$ cat src/rtl/status_flag_register.sv
// NZCV producer: derives flags from the EXE-stage ALU result, stages them as a
// pending update for one cycle, then commits them to the architectural status.
module status_flag_register #(
  parameter int WIDTH = 32
) (
  input  logic             clk,
  input  logic             rst_n,
  input  logic             s_en,
  input  logic [1:0]       op_kind,
  input  logic [WIDTH-1:0] alu_result,
  input  logic             alu_carry,
  input  logic             a_msb,
  input  logic             b_msb,
  input  logic             stall,
  input  logic             flush,
  output logic [3:0]       status,
  output logic [3:0]       fwd_status,
  output logic             pending_valid
);

  localparam logic [1:0] OP_LOGIC = 2'b00;
  localparam logic [1:0] OP_ADD   = 2'b01;
  localparam logic [1:0] OP_SUB   = 2'b10;
  localparam logic [1:0] OP_RSVD  = 2'b11;

  logic [3:0] r_status;
  logic [3:0] r_pending;
  logic       r_pending_valid;

  logic [3:0] w_fwd;
  logic [3:0] w_flags;
  logic       w_n;
  logic       w_z;
  logic       w_c;
  logic       w_v;
  logic       w_accept;

  // Newest flag view: the staged update overrides the committed value.
  assign w_fwd = r_pending_valid ? r_pending : r_status;

  assign w_n = alu_result[WIDTH-1];
  assign w_z = (alu_result == '0);

  always_comb begin
    w_c = w_fwd[1];
    w_v = w_fwd[0];
    case (op_kind)
      OP_ADD: begin
        w_c = alu_carry;
        w_v = (a_msb == b_msb) && (alu_result[WIDTH-1] != a_msb);
      end
      OP_SUB: begin
        w_c = alu_carry;
        w_v = (a_msb != b_msb) && (alu_result[WIDTH-1] != a_msb);
      end
      default: begin
        w_c = w_fwd[1];
        w_v = w_fwd[0];
      end
    endcase
  end

  assign w_flags  = {w_n, w_z, w_c, w_v};
  assign w_accept = s_en && !stall && !flush && (op_kind != OP_RSVD) && (op_kind == OP_LOGIC || op_kind == OP_ADD || op_kind == OP_SUB);

  // Flush kills the staged update and blocks acceptance; stall only blocks acceptance.
  always_ff @(posedge clk) begin
    if (!rst_n) begin
      r_status        <= 4'b0000;
      r_pending       <= 4'b0000;
      r_pending_valid <= 1'b0;
    end else begin
      if (r_pending_valid && !flush) begin
        r_status <= r_pending;
      end
      if (w_accept) begin
        r_pending       <= w_flags;
        r_pending_valid <= 1'b1;
      end else begin
        r_pending_valid <= 1'b0;
      end
    end
  end

  assign status        = r_status;
  assign fwd_status    = w_fwd;
  assign pending_valid = r_pending_valid;

endmodule

$ cat config.mk
export PLATFORM = sky130hd
export DESIGN_NAME = status_flag_register
export DESIGN_NICKNAME = d
export VERILOG_FILES = /design/src/rtl/status_flag_register.sv
export SDC_FILE = /design/constraint.sdc
export NUM_CORES = 1
export LEC_CHECK = 0
export BUFFER_PORTS_ARGS = -buffer_cell sky130_fd_sc_hd__buf_2
export CAP_MARGIN = 20
export CORE_ASPECT_RATIO = 1.25
export CORE_UTILIZATION = 31
export CTS_CLUSTER_DIAMETER = 80
export DETAILED_ROUTE_END_ITERATION = 6
export GPL_TIMING_DRIVEN = 0
export PLACE_DENSITY = 0.75
export SLEW_MARGIN = 20
export SYNTH_ARGS = -nofsm -noshare
export SYNTH_HDL_FRONTEND = slang
export SYNTH_SLANG_ARGS = --single-unit
export TNS_END_PERCENT = 30
$ cat constraint.sdc
create_clock -name clk -period 1 [get_ports clk]
set_input_delay 0.05 -clock clk [delete_from_list [all_inputs] [get_ports clk]]
set_output_delay 0.05 -clock clk [all_outputs]
set_load 0.005 [all_outputs]
==> results of run 1 <==
## layout make-up
| cell class | instances | area, µm² | share of cell area |
|---|---|---|---|
| flip-flops and latches | 9 | 183.9 | 0.2094 |
| repair buffers | 50 | 275.3 | 0.3134 |
| clock buffers | 4 | 26.28 | 0.02991 |
| well taps | 18 | 22.52 | 0.02564 |
| plain buffers | 1 | 7.507 | 0.008547 |
| multi-input cells | 42 | 351.6 | 0.4003 |
| inverters | 3 | 11.26 | 0.01282 |
## metrics by stage
step | worst slack, ps | utilization
finish | -144.4 | 0.5554
global route | -176.5 | 0.5554
CTS | -161.8 | 0.5498
detailed placement | -256.9 | 0.5134
global placement | -213.3 | 0.5134
floorplan | -16.95 | -
## registers in the layout, summed over array words and instances (netlist names)
name and count:
pending_valid 1, r_pending 4, status 4
## per-layer routing
metal | up-vias | share of wire
li1 | 315 | -
met1 | 282 | 0.39
met2 | 30 | 0.55
met3 | 0 | 0.058
met4 | 0 | 0
met5 | - | 0
## what timing repair did
action,CTS,global route
pin swaps,0,2
endpoints found under the setup margin,10,11
resized for setup,8,3
## critical path: stages (launching register included)
cell	delay, ps
dfxtp_4	400
mux2_4	320
buf_6	120
## power by group through the flow
stage               clock network [W]   logic, W  registers, W
floorplan                           0  0.0000503      0.000372
global placement                    0   0.000144      0.000373
detailed placement                  0   0.000148      0.000374
CTS                          0.000298   0.000149      0.000366
global route                 0.000306   0.000162      0.000366
finish                       0.000280   0.000147      0.000366
## kinds of logic (layout without fill, tap and decap cells)
| family | count (synthesis) | in the layout | share of synthesized area |
|---|---|---|---|
| DFF | 9 | 9 | 0.3404 |
| muxes | 9 | 9 | 0.1797 |
| adders and majority gates | 2 | 2 | 0.04727 |
| AOI/OAI and AO/OA | 5 | 5 | 0.07803 |
| xor gates and xnor gates | 1 | 1 | 0.01655 |
| and+or+nand+nor | 25 | 25 | 0.3097 |
| buffers and inverters | 4 | 58 | 0.02836 |
## cells in the mapped netlist
cell type	instances	share of area
dfxtp_1	9	0.34
nand2_2	1	0.012
mux2_2	4	0.085
inv_1	3	0.021
nor4b_4	1	0.045
nor2_1	2	0.014
xor2_1	1	0.017
nand2b_1	2	0.024
or2_2	1	0.012
nor2b_1	6	0.071
nand2_1	2	0.014
o32ai_1	2	0.033
a221oi_1	1	0.017
a21boi_0	1	0.014
o211ai_1	1	0.014
clkbuf_1	1	0.0071
nor4_1	8	0.095
ha_1	2	0.047
mux2i_1	5	0.095
nand4_1	2	0.024
## worst max-delay path by stage
stage                                         from                         to  slack (ps)  cells past startpoint
after global routing      pending_valid$_SDFF_PN0_              fwd_status[1]        -180                      2
final                     pending_valid$_SDFF_PN0_              fwd_status[0]        -140                      2
after CTS                 pending_valid$_SDFF_PN0_              fwd_status[0]        -160                      2
after floorplan           pending_valid$_SDFF_PN0_  r_pending[1]$_SDFFE_PN0P_         -20                      3
after global placement                  op_kind[0]  r_pending[2]$_SDFFE_PN0P_        -210                      5
after detailed placement                op_kind[0]  r_pending[2]$_SDFFE_PN0P_        -260                      5
==> results.sh, run 1 <==
export IMPL_status="complete, but fails checks"
export IMPL_violations="setup timing"
export IMPL_irDropWorstVdd_v=0.0004954
export IMPL_drive_gt1_frac=0.5780
export IMPL_syn_area_per_cell_um2=9.623
export IMPL_final_setup_viol_count=6
export IMPL_critical_path_arrival_ps=1090
export IMPL_p_sw_frac=0.2374
export IMPL_die_y_um=48.20
export IMPL_drc=0
export IMPL_gp_congestion=0.7284
export IMPL_grt_busiest_layer="met2"
export IMPL_drv_slew=0
export IMPL_p_sw_w=0.0001884
export IMPL_detailroute_via_count=627
export IMPL_rsz0062_at_grt="true"
export IMPL_cts_tree="yes"
export IMPL_fin_skew_ps=0.4311
export IMPL_fin_crit_ps=1144
export IMPL_yosysWarnings=0
export IMPL_cts_max_level=1
export IMPL_place_area_um2=812.0
export IMPL_critPathMaxFanout=6
export IMPL_synth_nets=99
export IMPL_row_count=16
export IMPL_final_nets=154
export IMPL_holdWs_ps=90.24
export IMPL_vias_per_cell=4.937
export IMPL_yosysSeqAreaShare=0.3404
export IMPL_rr_endpoint="r_pending[1]$_SDFFE_PN0P_"
export IMPL_gr_usage_met1=0.1393
export IMPL_hold_viol_final=0
export IMPL_holdPathEnd="pending_valid$_SDFF_PN0_"
export IMPL_instances_no_fill=127
export IMPL_clock_latency_ps=260
export IMPL_slew_headroom=0.7213
export IMPL_cts_max_path_buffers=2
export IMPL_p_leak_nw=0.4484
export IMPL_combPwrFrac=0.186
export IMPL_internal_power_w=0.0006050
export IMPL_min_path_type="input port to register"
export IMPL_dr_pass1_iters=4
export IMPL_hold_depth=3
export IMPL_drtIter0Drc=4
export IMPL_post_cts_buffers=0
export IMPL_crit_path_end_kind="primary output"
export IMPL_syn_instance_count=55
export IMPL_final_common_cell="buf_2"
export IMPL_syn_area_um2=529.3
export IMPL_grt_usage=0.1431
export IMPL_ys_types=20
export IMPL_fmax_ghz=0.8739
export IMPL_final_area_um2=878.3
export IMPL_root_buffer="clkbuf_4"
export IMPL_clock_sinks=9
export IMPL_final_setup_tns_ps=-640.8
export IMPL_grt_pass1_wl_mm=1.849
export IMPL_dp_hpwl_mm=1.141
export IMPL_gr_usage_met2=0.2867
export IMPL_p_per_area_mw_per_mm2=903.3
export IMPL_grt_pass1_vias=514
export IMPL_grt_max_degree=10
export IMPL_numCtsBuffers=3
export IMPL_ant_nets=0
export IMPL_groute_layer_met3_usage=0.01370
export IMPL_ff2ff_path_depth=3
export IMPL_critical_path_class="register to primary output"
export IMPL_startpoint_type="register"
export IMPL_ff2ff_setup_slack_ps=-70
export IMPL_drt_wl_total_mm=1.355
export IMPL_grt_overflow_total=0
export IMPL_r2r_start="pending_valid$_SDFF_PN0_"
export IMPL_clk_pin_slew_ps=60
export IMPL_die_area_mm2=0.001877
export IMPL_start_util=0.3347
export IMPL_hold_buffers=0
export IMPL_tightest_slew_ps=416.3
export IMPL_portBuffers=50
export IMPL_routedWlPerCell_um=10.67
export IMPL_layout_common_cells="buf_2 (46), nor4_1 (8), dfxtp_1 (8), nor2b_1 (6), mux2i_1 (5)"
export IMPL_syn_to_final_growth_pct=65.96
export IMPL_coreArea_mm2=0.001582
export IMPL_dp_cells=123
export IMPL_p_clk_frac=0.353
export IMPL_ys_ff_latch=9
export IMPL_n_antenna_cell=0
export IMPL_num_fill_cells=147
export IMPL_die_x_um=38.96
export IMPL_antenna_found_initial=0
export IMPL_period_share=1.144
export IMPL_fin_ws_ps=-144.4
export IMPL_maxCapViolCount=0
export IMPL_io_pins=51
export IMPL_crit_required_ps=950
export IMPL_hp_start="rst_n"
export IMPL_total_power_w=0.0007934
export IMPL_pwr_share_seq=0.461
Power figures use the tool's default switching activity.
==> run 2, diff against run 1 <==
--- a/config.mk
+++ b/config.mk
@@ -13,6 +13,7 @@
 export DETAILED_ROUTE_END_ITERATION = 6
 export GPL_TIMING_DRIVEN = 0
 export PLACE_DENSITY = 0.75
+export SKIP_CTS_REPAIR_TIMING = 1
 export SLEW_MARGIN = 20
 export SYNTH_ARGS = -nofsm -noshare
 export SYNTH_HDL_FRONTEND = slang
==> constraint.sdc (replaced) <==
create_clock -name clk -period 1 [get_ports clk]
set_input_delay 0.1 -clock clk [delete_from_list [all_inputs] [get_ports clk]]
set_output_delay 0.1 -clock clk [all_outputs]
set_load 0.005 [all_outputs]
==> run 2 against run 1 <==
  * The flow still finishes with violations (setup timing)
  * Non-clock buffer count increased by 1
  * Clock power fell by 1%
  * Worst setup slack got worse by 39 ps
  * Total power increased by 0.49%
  * Maximum frequency shrank 3.3%
  * Sequential share of layout area shrank 0.66 points
  * Combinational power rose by 5%
  * Critical path depth unchanged
  * Sequential power barely moved
  * Largest cell class unchanged
  * Largest power group unchanged
==> results.sh, run 2 (synthesized netlist as in run 1, its figures left out) <==
export IMPL_status="complete, but fails checks"
export IMPL_violations="setup timing"
export IMPL_clk_pin_slew_ps=60
export IMPL_p_per_area_mw_per_mm2=878.9
export IMPL_period_share=1.184
export IMPL_place_area_um2=824.5
export IMPL_layout_common_cells="buf_2 (45), nor4_1 (8), dfxtp_1 (8), nor2b_1 (6)"
export IMPL_numCtsBuffers=3
export IMPL_dr_pass1_iters=4
export IMPL_drv_slew=0
export IMPL_grt_pass1_vias=601
export IMPL_syn_to_final_growth_pct=71.39
export IMPL_ff2ff_setup_slack_ps=-120
export IMPL_fmax_ghz=0.8448
export IMPL_io_pins=51
export IMPL_r2r_start="pending_valid$_SDFF_PN0_"
export IMPL_clock_sinks=9
export IMPL_ff2ff_path_depth=4
export IMPL_internal_power_w=0.0006095
export IMPL_drt_wl_total_mm=1.406
export IMPL_fin_ws_ps=-183.7
export IMPL_drc=0
export IMPL_endpoint="fwd_status[1]"
export IMPL_holdWs_ps=135.2
export IMPL_pwr_share_seq=0.459
export IMPL_detailroute_via_count=614
export IMPL_critical_path_startpoint="pending_valid$_SDFF_PN0_"
export IMPL_n_antenna_cell=0
export IMPL_routedWlPerCell_um=10.98
export IMPL_irDropWorstVdd_v=0.0006263
export IMPL_die_area_mm2=0.001877
export IMPL_clock_latency_ps=260
export IMPL_fin_crit_ps=1184
export IMPL_critical_path_class="register to primary output"
export IMPL_multiInputGateArea_um2=366.6
export IMPL_cts_max_path_buffers=2
export IMPL_die_y_um=48.20
export IMPL_antenna_found_initial=0
export IMPL_coreArea_mm2=0.001582
export IMPL_crit_path_end_kind="primary output"
export IMPL_row_count=16
export IMPL_maxCapViolCount=0
export IMPL_grt_pass1_wl_mm=2.249
export IMPL_num_fill_cells=161
export IMPL_critical_path_arrival_ps=1080
export IMPL_cts_max_level=1
export IMPL_startpoint_type="register"
export IMPL_crit_required_ps=900
export IMPL_final_setup_viol_count=6
export IMPL_combPwrFrac=0.195
export IMPL_grt_max_degree=10
export IMPL_grt_overflow_total=0
export IMPL_final_common_cell="buf_2"
export IMPL_final_nets=155
export IMPL_ant_nets=0
export IMPL_drive_gt1_frac=0.6000
export IMPL_seqCellArea_um2=183.9
export IMPL_p_sw_w=0.0001877
export IMPL_start_util=0.3347
export IMPL_drtIter0Drc=9
export IMPL_final_area_um2=907.1
export IMPL_rr_endpoint="r_pending[0]$_SDFFE_PN0P_"
export IMPL_cts_tree="yes"
export IMPL_p_leak_nw=0.4567
export IMPL_rsz0062_at_grt="true"
export IMPL_critPathMaxFanout=6
export IMPL_fin_skew_ps=5.495
export IMPL_portBuffers=50
export IMPL_p_sw_frac=0.2355
export IMPL_hold_viol_final=0
export IMPL_min_path_type="input port to register"
export IMPL_slew_headroom=0.7222
export IMPL_grt_usage=0.1692
export IMPL_root_buffer="clkbuf_4"
export IMPL_gp_congestion=0.7188
export IMPL_tightest_slew_ps=414.9
export IMPL_dp_hpwl_mm=1.165
export IMPL_vias_per_cell=4.797
export IMPL_p_clk_frac=0.346
export IMPL_die_x_um=38.96
==> run 2: cell count changes in the layout (fill, tap and decap cells not counted), sizes merged <==
cell	previous run	this run
buf	51	52
==> run 2: per-stage QoR <==
| stage | worst slack, ps | util | power [W] | TNS (ps) | cells |
|---|---|---|---|---|---|
| after floorplan | -16.95 | - | 0.0004245 | -42.63 | 55 |
| after global placement | -237.8 | 0.5214 | 0.0005196 | -1103 | 123 |
| after detailed placement | -291.9 | 0.5214 | 0.0005252 | -1369 | 123 |
| after CTS | -240.9 | 0.5380 | 0.0008071 | -1242 | 127 |
| after global routing | -218.3 | 0.5736 | 0.0008378 | -1166 | 128 |
| final | -183.7 | 0.5736 | 0.0007973 | -913.8 | 128 |
==> run 2: metal layers <==
metal,routed length (µm),vias up,track usage
met2,775,29,0.3333
met3,104,0,0.02740
li1,-,315,-
met4,0,0,0.06207
met1,527,270,0.1770
met5,0,-,0
==> run 2: layout make-up <==
type,instances,area share
Sequential cell,9,0.2028
Timing Repair Buffer,51,0.3145
Inverter,3,0.01241
Clock buffer,4,0.02897
Buffer,1,0.01241
Tap cell,18,0.02483
Multi-Input combinational cell,42,0.4041
==> run 2: how the worst min path moves through the flow <==
stage          slack (ps)  depth (start not counted)            from                         to
3_3_place_gp          400                          3           stall  r_pending[0]$_SDFFE_PN0P_
3_5_place_dp          410                          3           stall  r_pending[0]$_SDFFE_PN0P_
2_1_floorplan         210                          2           rst_n   pending_valid$_SDFF_PN0_
6_report              140                          4  alu_result[21]  r_pending[2]$_SDFFE_PN0P_
5_1_grt               150                          3           stall  r_pending[2]$_SDFFE_PN0P_
4_1_cts               130                          4  alu_result[20]  r_pending[2]$_SDFFE_PN0P_
==> run 2: power by group through the flow <==
stage	clock network, W	logic (W)	registers (W)
after floorplan	0	0.0000520	0.000372
after global placement	0	0.000146	0.000373
after detailed placement	0	0.000151	0.000374
after CTS	0.000290	0.000152	0.000366
after global routing	0.000299	0.000173	0.000367
final	0.000276	0.000155	0.000366
==> run 2: critical path, stage by stage (launching register included) <==
cell and delay [ps]:
dfxtp_4 390, mux2_4 320, buf_6 120
